### config.mk
export PLATFORM = sky130hd
export DESIGN_NAME = time_set_controller
export DESIGN_NICKNAME = d
export VERILOG_FILES = /design/src/rtl/time_set_controller.sv
export SDC_FILE = /design/constraint.sdc
export NUM_CORES = 1
export LEC_CHECK = 0
export ABC_AREA = 1
export ABC_CLOCK_PERIOD_IN_PS = 2300
export CORE_MARGIN = 2
export CORE_UTILIZATION = 57
export CTS_BUF_LIST = sky130_fd_sc_hd__clkbuf_4 sky130_fd_sc_hd__clkbuf_8
export CTS_CLUSTER_DIAMETER = 30
export DETAILED_ROUTE_END_ITERATION = 10
export GPL_ROUTABILITY_DRIVEN = 0
export PLACE_DENSITY = 0.9
export SLEW_MARGIN = 10
export SYNTH_ARGS = -nofsm -noshare
export SYNTH_HDL_FRONTEND = slang
export SYNTH_SLANG_ARGS = --single-unit
### constraint.sdc
create_clock -name clk -period 2.3 [get_ports clk]
set_input_delay 0.23 -clock clk [delete_from_list [all_inputs] [get_ports clk]]
set_output_delay 0.23 -clock clk [all_outputs]
set_load 0.05 [all_outputs]
### src/rtl/time_set_controller.sv
// rtl/time_set_controller.sv - debounced SET/INC keys driving an hour/minute edit FSM with BCD preset outputs
module time_set_controller #(
   parameter int DEBOUNCE_CYCLES = 2,
   parameter int TIMEOUT_CYCLES  = 100,
   parameter int BLINK_CYCLES    = 5
) (
   input  logic       clk,
   input  logic       reset,
   input  logic       set_key,
   input  logic       inc_key,
   input  logic [1:0] cur_h_t,
   input  logic [3:0] cur_h_u,
   input  logic [2:0] cur_m_t,
   input  logic [3:0] cur_m_u,
   output logic [1:0] set_h_t,
   output logic [3:0] set_h_u,
   output logic [2:0] set_m_t,
   output logic [3:0] set_m_u,
   output logic       load,
   output logic       edit_h,
   output logic       edit_m,
   output logic       blink
);

   localparam logic [1:0] IDLE   = 2'd0;
   localparam logic [1:0] EDIT_H = 2'd1;
   localparam logic [1:0] EDIT_M = 2'd2;
   localparam logic [1:0] COMMIT = 2'd3;

   localparam logic [3:0] DB_MAX = 4'(DEBOUNCE_CYCLES - 1);
   localparam logic [7:0] TO_MAX = 8'(TIMEOUT_CYCLES - 1);
   localparam logic [7:0] BL_MAX = 8'(BLINK_CYCLES - 1);

   // bit 0 = SET, bit 1 = INC
   logic [1:0] key_s1, key_s2, key_deb, key_deb_q, key_ev;
   logic [3:0] db_cnt [2];

   always_ff @(posedge clk or negedge reset) begin
      if (!reset) begin
         key_s1    <= '0;
         key_s2    <= '0;
         key_deb   <= '0;
         key_deb_q <= '0;
         key_ev    <= '0;
         for (int i = 0; i < 2; i++) db_cnt[i] <= '0;
      end else begin
         key_s1    <= {inc_key, set_key};
         key_s2    <= key_s1;
         key_deb_q <= key_deb;
         key_ev    <= key_deb & ~key_deb_q;
         for (int i = 0; i < 2; i++) begin
            if (key_s2[i] != key_deb[i]) begin
               if (db_cnt[i] == DB_MAX) begin
                  key_deb[i] <= key_s2[i];
                  db_cnt[i]  <= '0;
               end else begin
                  db_cnt[i] <= db_cnt[i] + 4'd1;
               end
            end else begin
               db_cnt[i] <= '0;
            end
         end
      end
   end

   logic       set_ev, inc_ev, any_ev;
   logic [1:0] state, state_nxt;
   logic [7:0] to_cnt, bl_cnt;
   logic       timeout_hit, in_edit_nxt, edit_entry;
   logic       h_ok, m_ok;
   logic [1:0] inc_h_t;
   logic [3:0] inc_h_u;
   logic [2:0] inc_m_t;
   logic [3:0] inc_m_u;

   assign set_ev = key_ev[0];
   assign inc_ev = key_ev[1];
   assign any_ev = set_ev | inc_ev;

   assign timeout_hit = (to_cnt == TO_MAX) && !any_ev;
   assign in_edit_nxt = (state_nxt == EDIT_H) || (state_nxt == EDIT_M);
   assign edit_entry  = in_edit_nxt && (state_nxt != state);

   always_comb begin
      state_nxt = state;
      case (state)
         IDLE:   if (set_ev) state_nxt = EDIT_H;
         EDIT_H: if (set_ev) state_nxt = EDIT_M;
                 else if (timeout_hit) state_nxt = IDLE;
         EDIT_M: if (set_ev) state_nxt = COMMIT;
                 else if (timeout_hit) state_nxt = IDLE;
         default: state_nxt = IDLE;
      endcase
   end

   // Capture validity and BCD successors of the values being edited
   always_comb begin
      h_ok = ((cur_h_t < 2'd2) && (cur_h_u <= 4'd9)) ||
             ((cur_h_t == 2'd2) && (cur_h_u <= 4'd3));
      m_ok = (cur_m_t <= 3'd5) && (cur_m_u <= 4'd9);

      inc_h_t = set_h_t;
      inc_h_u = set_h_u + 4'd1;
      if ((set_h_t == 2'd2) && (set_h_u == 4'd3)) begin
         inc_h_t = 2'd0;
         inc_h_u = 4'd0;
      end else if (set_h_u == 4'd9) begin
         inc_h_t = set_h_t + 2'd1;
         inc_h_u = 4'd0;
      end

      inc_m_t = set_m_t;
      inc_m_u = set_m_u + 4'd1;
      if ((set_m_t == 3'd5) && (set_m_u == 4'd9)) begin
         inc_m_t = 3'd0;
         inc_m_u = 4'd0;
      end else if (set_m_u == 4'd9) begin
         inc_m_t = set_m_t + 3'd1;
         inc_m_u = 4'd0;
      end
   end

   always_ff @(posedge clk or negedge reset) begin
      if (!reset) begin
         state   <= IDLE;
         set_h_t <= '0;
         set_h_u <= '0;
         set_m_t <= '0;
         set_m_u <= '0;
         load    <= 1'b0;
         edit_h  <= 1'b0;
         edit_m  <= 1'b0;
         blink   <= 1'b0;
         to_cnt  <= '0;
         bl_cnt  <= '0;
      end else begin
         state  <= state_nxt;
         edit_h <= (state_nxt == EDIT_H);
         edit_m <= (state_nxt == EDIT_M);
         load   <= (state_nxt == COMMIT);

         if ((state == IDLE) && set_ev) begin
            set_h_t <= h_ok ? cur_h_t : 2'd0;
            set_h_u <= h_ok ? cur_h_u : 4'd0;
            set_m_t <= m_ok ? cur_m_t : 3'd0;
            set_m_u <= m_ok ? cur_m_u : 4'd0;
         end else if ((state == EDIT_H) && inc_ev && !set_ev) begin
            set_h_t <= inc_h_t;
            set_h_u <= inc_h_u;
         end else if ((state == EDIT_M) && inc_ev && !set_ev) begin
            set_m_t <= inc_m_t;
            set_m_u <= inc_m_u;
         end

         if (in_edit_nxt && !edit_entry && !any_ev) to_cnt <= to_cnt + 8'd1;
         else                                       to_cnt <= '0;

         // Blink phase restarts high whenever the edited digit changes or edit begins
         if (!in_edit_nxt) begin
            blink  <= 1'b0;
            bl_cnt <= '0;
         end else if (edit_entry || inc_ev) begin
            blink  <= 1'b1;
            bl_cnt <= '0;
         end else if (bl_cnt == BL_MAX) begin
            blink  <= ~blink;
            bl_cnt <= '0;
         end else begin
            bl_cnt <= bl_cnt + 8'd1;
         end
      end
   end

endmodule

==> flow_metrics.env <==
export IMPL_critPathBufInv=4
export IMPL_max_stage_delay_ns=0.38
export IMPL_place_hpwl_um=3577
export IMPL_grt_pass1_wl_um=8618
export IMPL_nFillCells=302
export IMPL_grt_max_degree=43
export IMPL_crit_type="flip-flop to flip-flop"
export IMPL_die_w_um=71.95
export IMPL_track_usage=0.2092
export IMPL_holdCritPathClass="input pin to async pin"
export IMPL_drc_errors=0
export IMPL_p_leak_nw=1.523
export IMPL_slew_headroom=0.4178
export IMPL_irDropWorstVdd_v=0.0007026
export IMPL_cts_sinks=53
export IMPL_synth_fp_nets=337
export IMPL_hold_viol_final=0
export IMPL_initial_core_util=0.5961
export IMPL_ys_ff_latch=53
export IMPL_period_share=0.9246
export IMPL_core_mm2=0.004414
export IMPL_path_cells="ha_2 > inv_1 > nor2_1 > nand3_1 > nor2_4 > inv_1 > o2111ai_1 > inv_1 > ha_1 > nor3_1 > buf_4 > nand3_4 > nor2_1"
export IMPL_vias=2106
export IMPL_maxCapViolCount=0
export IMPL_syn_area_mm2=0.002631
export IMPL_dieHeight_um=71.95
export IMPL_wirelength_um=4813
export IMPL_detail_route_antenna_nets=0
export IMPL_cts_tree="done"
export IMPL_grt_pass1_vias=2067
export IMPL_clockBufferDepth=2
export IMPL_crit_family="simple AND/OR/NAND/NOR gates"
export IMPL_viasPerCell=5.200
export IMPL_rows=24
export IMPL_required_ns=2.54
export IMPL_rsz0062_at_grt="false"
export IMPL_cts_root_buf="clkbuf_8"
export IMPL_critPathLaunchType="flip-flop"
export IMPL_cp_arrival_ns=2.37
export IMPL_syn_inst=310
export IMPL_min_period_ns=2.127
export IMPL_numCtsBuffers=5
export IMPL_drt_iter0_drc=186
export IMPL_h_tree_depth=2
export IMPL_hold_buffers=0
export IMPL_nets=379
export IMPL_wl_per_cell_um=11.88
export IMPL_fmax_mhz=470.3
export IMPL_area_delta_synth_final_pct=20.59
export IMPL_drive_gt1_frac=0.07082
export IMPL_clk_pin_slew_ns=0.09
export IMPL_endpoint_kind="flip-flop"
export IMPL_io_buffers=33
export IMPL_cp_max_fo=8
export IMPL_first_pass_iters=4
export IMPL_clock_skew_ns=0.01015
export IMPL_antenna_found_initial=0
export IMPL_post_cts_buffers=0
export IMPL_slowest_stage="dfrtp_1"
export IMPL_finalHoldWorstSlack_ns=0.03799
export IMPL_cts_resized=0
export IMPL_clock_latency_ns=0.31
export IMPL_ys_seq_area_frac=0.5040
export IMPL_avgSynthCellArea_um2=8.488
export IMPL_tns_ns=0
export IMPL_synth_distinct_cells=27
export IMPL_crit_top_cell="inv_1"
export IMPL_worst_slew_pin_slew_ns=0.8733
export IMPL_power_density_mw_per_mm2=1287
export IMPL_finalMaxSlewViolations=0
export IMPL_setup_viol=0
export IMPL_dieArea_mm2=0.005176
export IMPL_gr_total_overflow=0
export IMPL_diodes=0
export IMPL_io_pins=34
export IMPL_status="completed"
export IMPL_ys_warn_count=0
-- worst paths after layout --
| kind | from | end | slack (ns) | cells past startpoint |
|---|---|---|---|---|
| worst max-delay path | to_cnt[0] | bl_cnt[7] | 0.17 | 13 |
| worst min-delay path | reset | to_cnt[3] | 0.04 | 1 |
| worst max register to register | to_cnt[0] | bl_cnt[7] | 0.17 | 13 |
| worst min register to register | key_s1[0] | key_s2[0] | 0.36 | 0 |
| max in group asynchronous | reset | set_m_t[0] | 1.62 | 2 |
| min in group clk | key_s1[0] | key_s2[0] | 0.36 | 0 |
-- final cells by class --
class	count	area (µm²)	area share
Timing Repair Buffer	36	347.8	0.1096
Clock buffer	6	82.58	0.02603
Sequential cell	53	1326	0.4180
Multi-Input combinational cell	210	1141	0.3596
Tap cell	52	65.06	0.02050
Clock inverter	2	37.54	0.01183
Inverter	46	172.7	0.05442
-- cells in the mapped netlist --
cell type,n,share of area
inv_1,45,0.064
inv_2,1,0.0014
nand3_1,19,0.036
o21ai_1,1,0.0019
a211oi_1,2,0.0057
a21oi_1,14,0.027
ha_1,10,0.048
a22oi_1,1,0.0029
dfrtp_1,53,0.50
nand2_2,1,0.0024
nor3b_1,2,0.0057
o2111ai_1,1,0.0033
xor2_1,10,0.033
nor2_1,48,0.068
nand2_1,59,0.084
xnor2_1,5,0.017
buf_6,1,0.0043
a21oi_2,1,0.0033
nand4_1,4,0.0095
nor2_2,2,0.0048
nand3b_1,3,0.0086
o21ai_0,13,0.025
a31oi_1,3,0.0071
nand3_2,3,0.011
nor3_1,6,0.011
nor2_4,1,0.0043
a21oi_4,1,0.0062
-- where the power goes --
part | leakage, nW | internal [mW] | switching (mW) | total (mW)
clock network | 0.0574 | 0.354 | 0.293 | 0.647
logic | 0.790 | 0.686 | 1.32 | 2.01
registers | 0.676 | 1.18 | 0.250 | 1.43
total | 1.52 | 2.22 | 1.86 | 4.08
-- cells by family after synthesis --
| group | Yosys count | share of synthesized area |
|---|---|---|
| AOI/OAI and AO/OA | 37 | 0.08179 |
| xor gates and xnor gates | 15 | 0.04993 |
| adders and majority gates | 10 | 0.04755 |
| buffers and inverters | 47 | 0.06990 |
| DFF | 53 | 0.5040 |
| and+or+nand+nor | 148 | 0.2468 |
-- metal layers --
layer / global-route usage / up-vias / wire [µm]
li1: - / 1071 / -
met5: 0 / - / 0
met2: 0.3755 / 53 / 2409
met4: 0.06709 / 0 / 72
met3: 0.03889 / 9 / 194
met1: 0.2556 / 973 / 2137
-- state kept, by name (all words and copies together), names as in the netlist, 2 cells and up --
register   cells
set_h_u        4
set_h_t        2
key_deb        2
set_m_u        4
key_s2         2
state          2
key_deb_q      2
db_cnt         8
bl_cnt         8
to_cnt         8
key_ev         2
key_s1         2
set_m_t        3
-- cells in the final DEF (no fill, tap or decap), drive strengths merged --
| cell type | synthesis | routed |
|---|---|---|
| nor2 | 51 | 51 |
| ha | 10 | 10 |
| a31oi | 3 | 3 |
| nand3 | 22 | 22 |
| a22oi | 1 | 1 |
| dfrtp | 53 | 53 |
| nand4 | 4 | 4 |
| o21ai | 14 | 14 |
| inv | 46 | 46 |
| clkbuf | 0 | 6 |
| bufinv | 0 | 1 |
| nand3b | 3 | 3 |
| a211oi | 2 | 2 |
| xor2 | 10 | 10 |
| o2111ai | 1 | 1 |
| nand2 | 60 | 60 |
| nor3b | 2 | 2 |
| nor3 | 6 | 6 |
| clkinvlp | 0 | 1 |
| xnor2 | 5 | 5 |
| clkdlybuf4s50 | 0 | 32 |
| buf | 1 | 4 |
| a21oi | 16 | 16 |
-- metrics by stage --
stage / instances / instance area [µm²] / utilization / power, mW / setup WS (ns)
final: 405 / 3173 / 0.7188 / 4.084 / 0.1735
after global routing: 405 / 3173 / 0.7188 / 4.405 / 0.003173
after CTS: 405 / 3153 / 0.7143 / 4.075 / 0.08601
after detailed placement: 397 / 3033 / 0.6871 / 3.416 / 0.1041
after global placement: 397 / 3033 / 0.6871 / 3.333 / 0.1849
after floorplan: 310 / 2631 / - / 2.813 / 0.1808
-- worst register-to-register path, stage by stage, from the launching register on --
cell and delay, ns:
dfrtp_1 0.38, ha_2 0.21, inv_1 0.04, nor2_1 0.07, nand3_1 0.11, nor2_4 0.14
inv_1 0.05, o2111ai_1 0.09, inv_1 0.11, ha_1 0.30, nor3_1 0.14, buf_4 0.17
nand3_4 0.12, nor2_1 0.14
No activity file was read; power rests on OpenSTA's default activity.
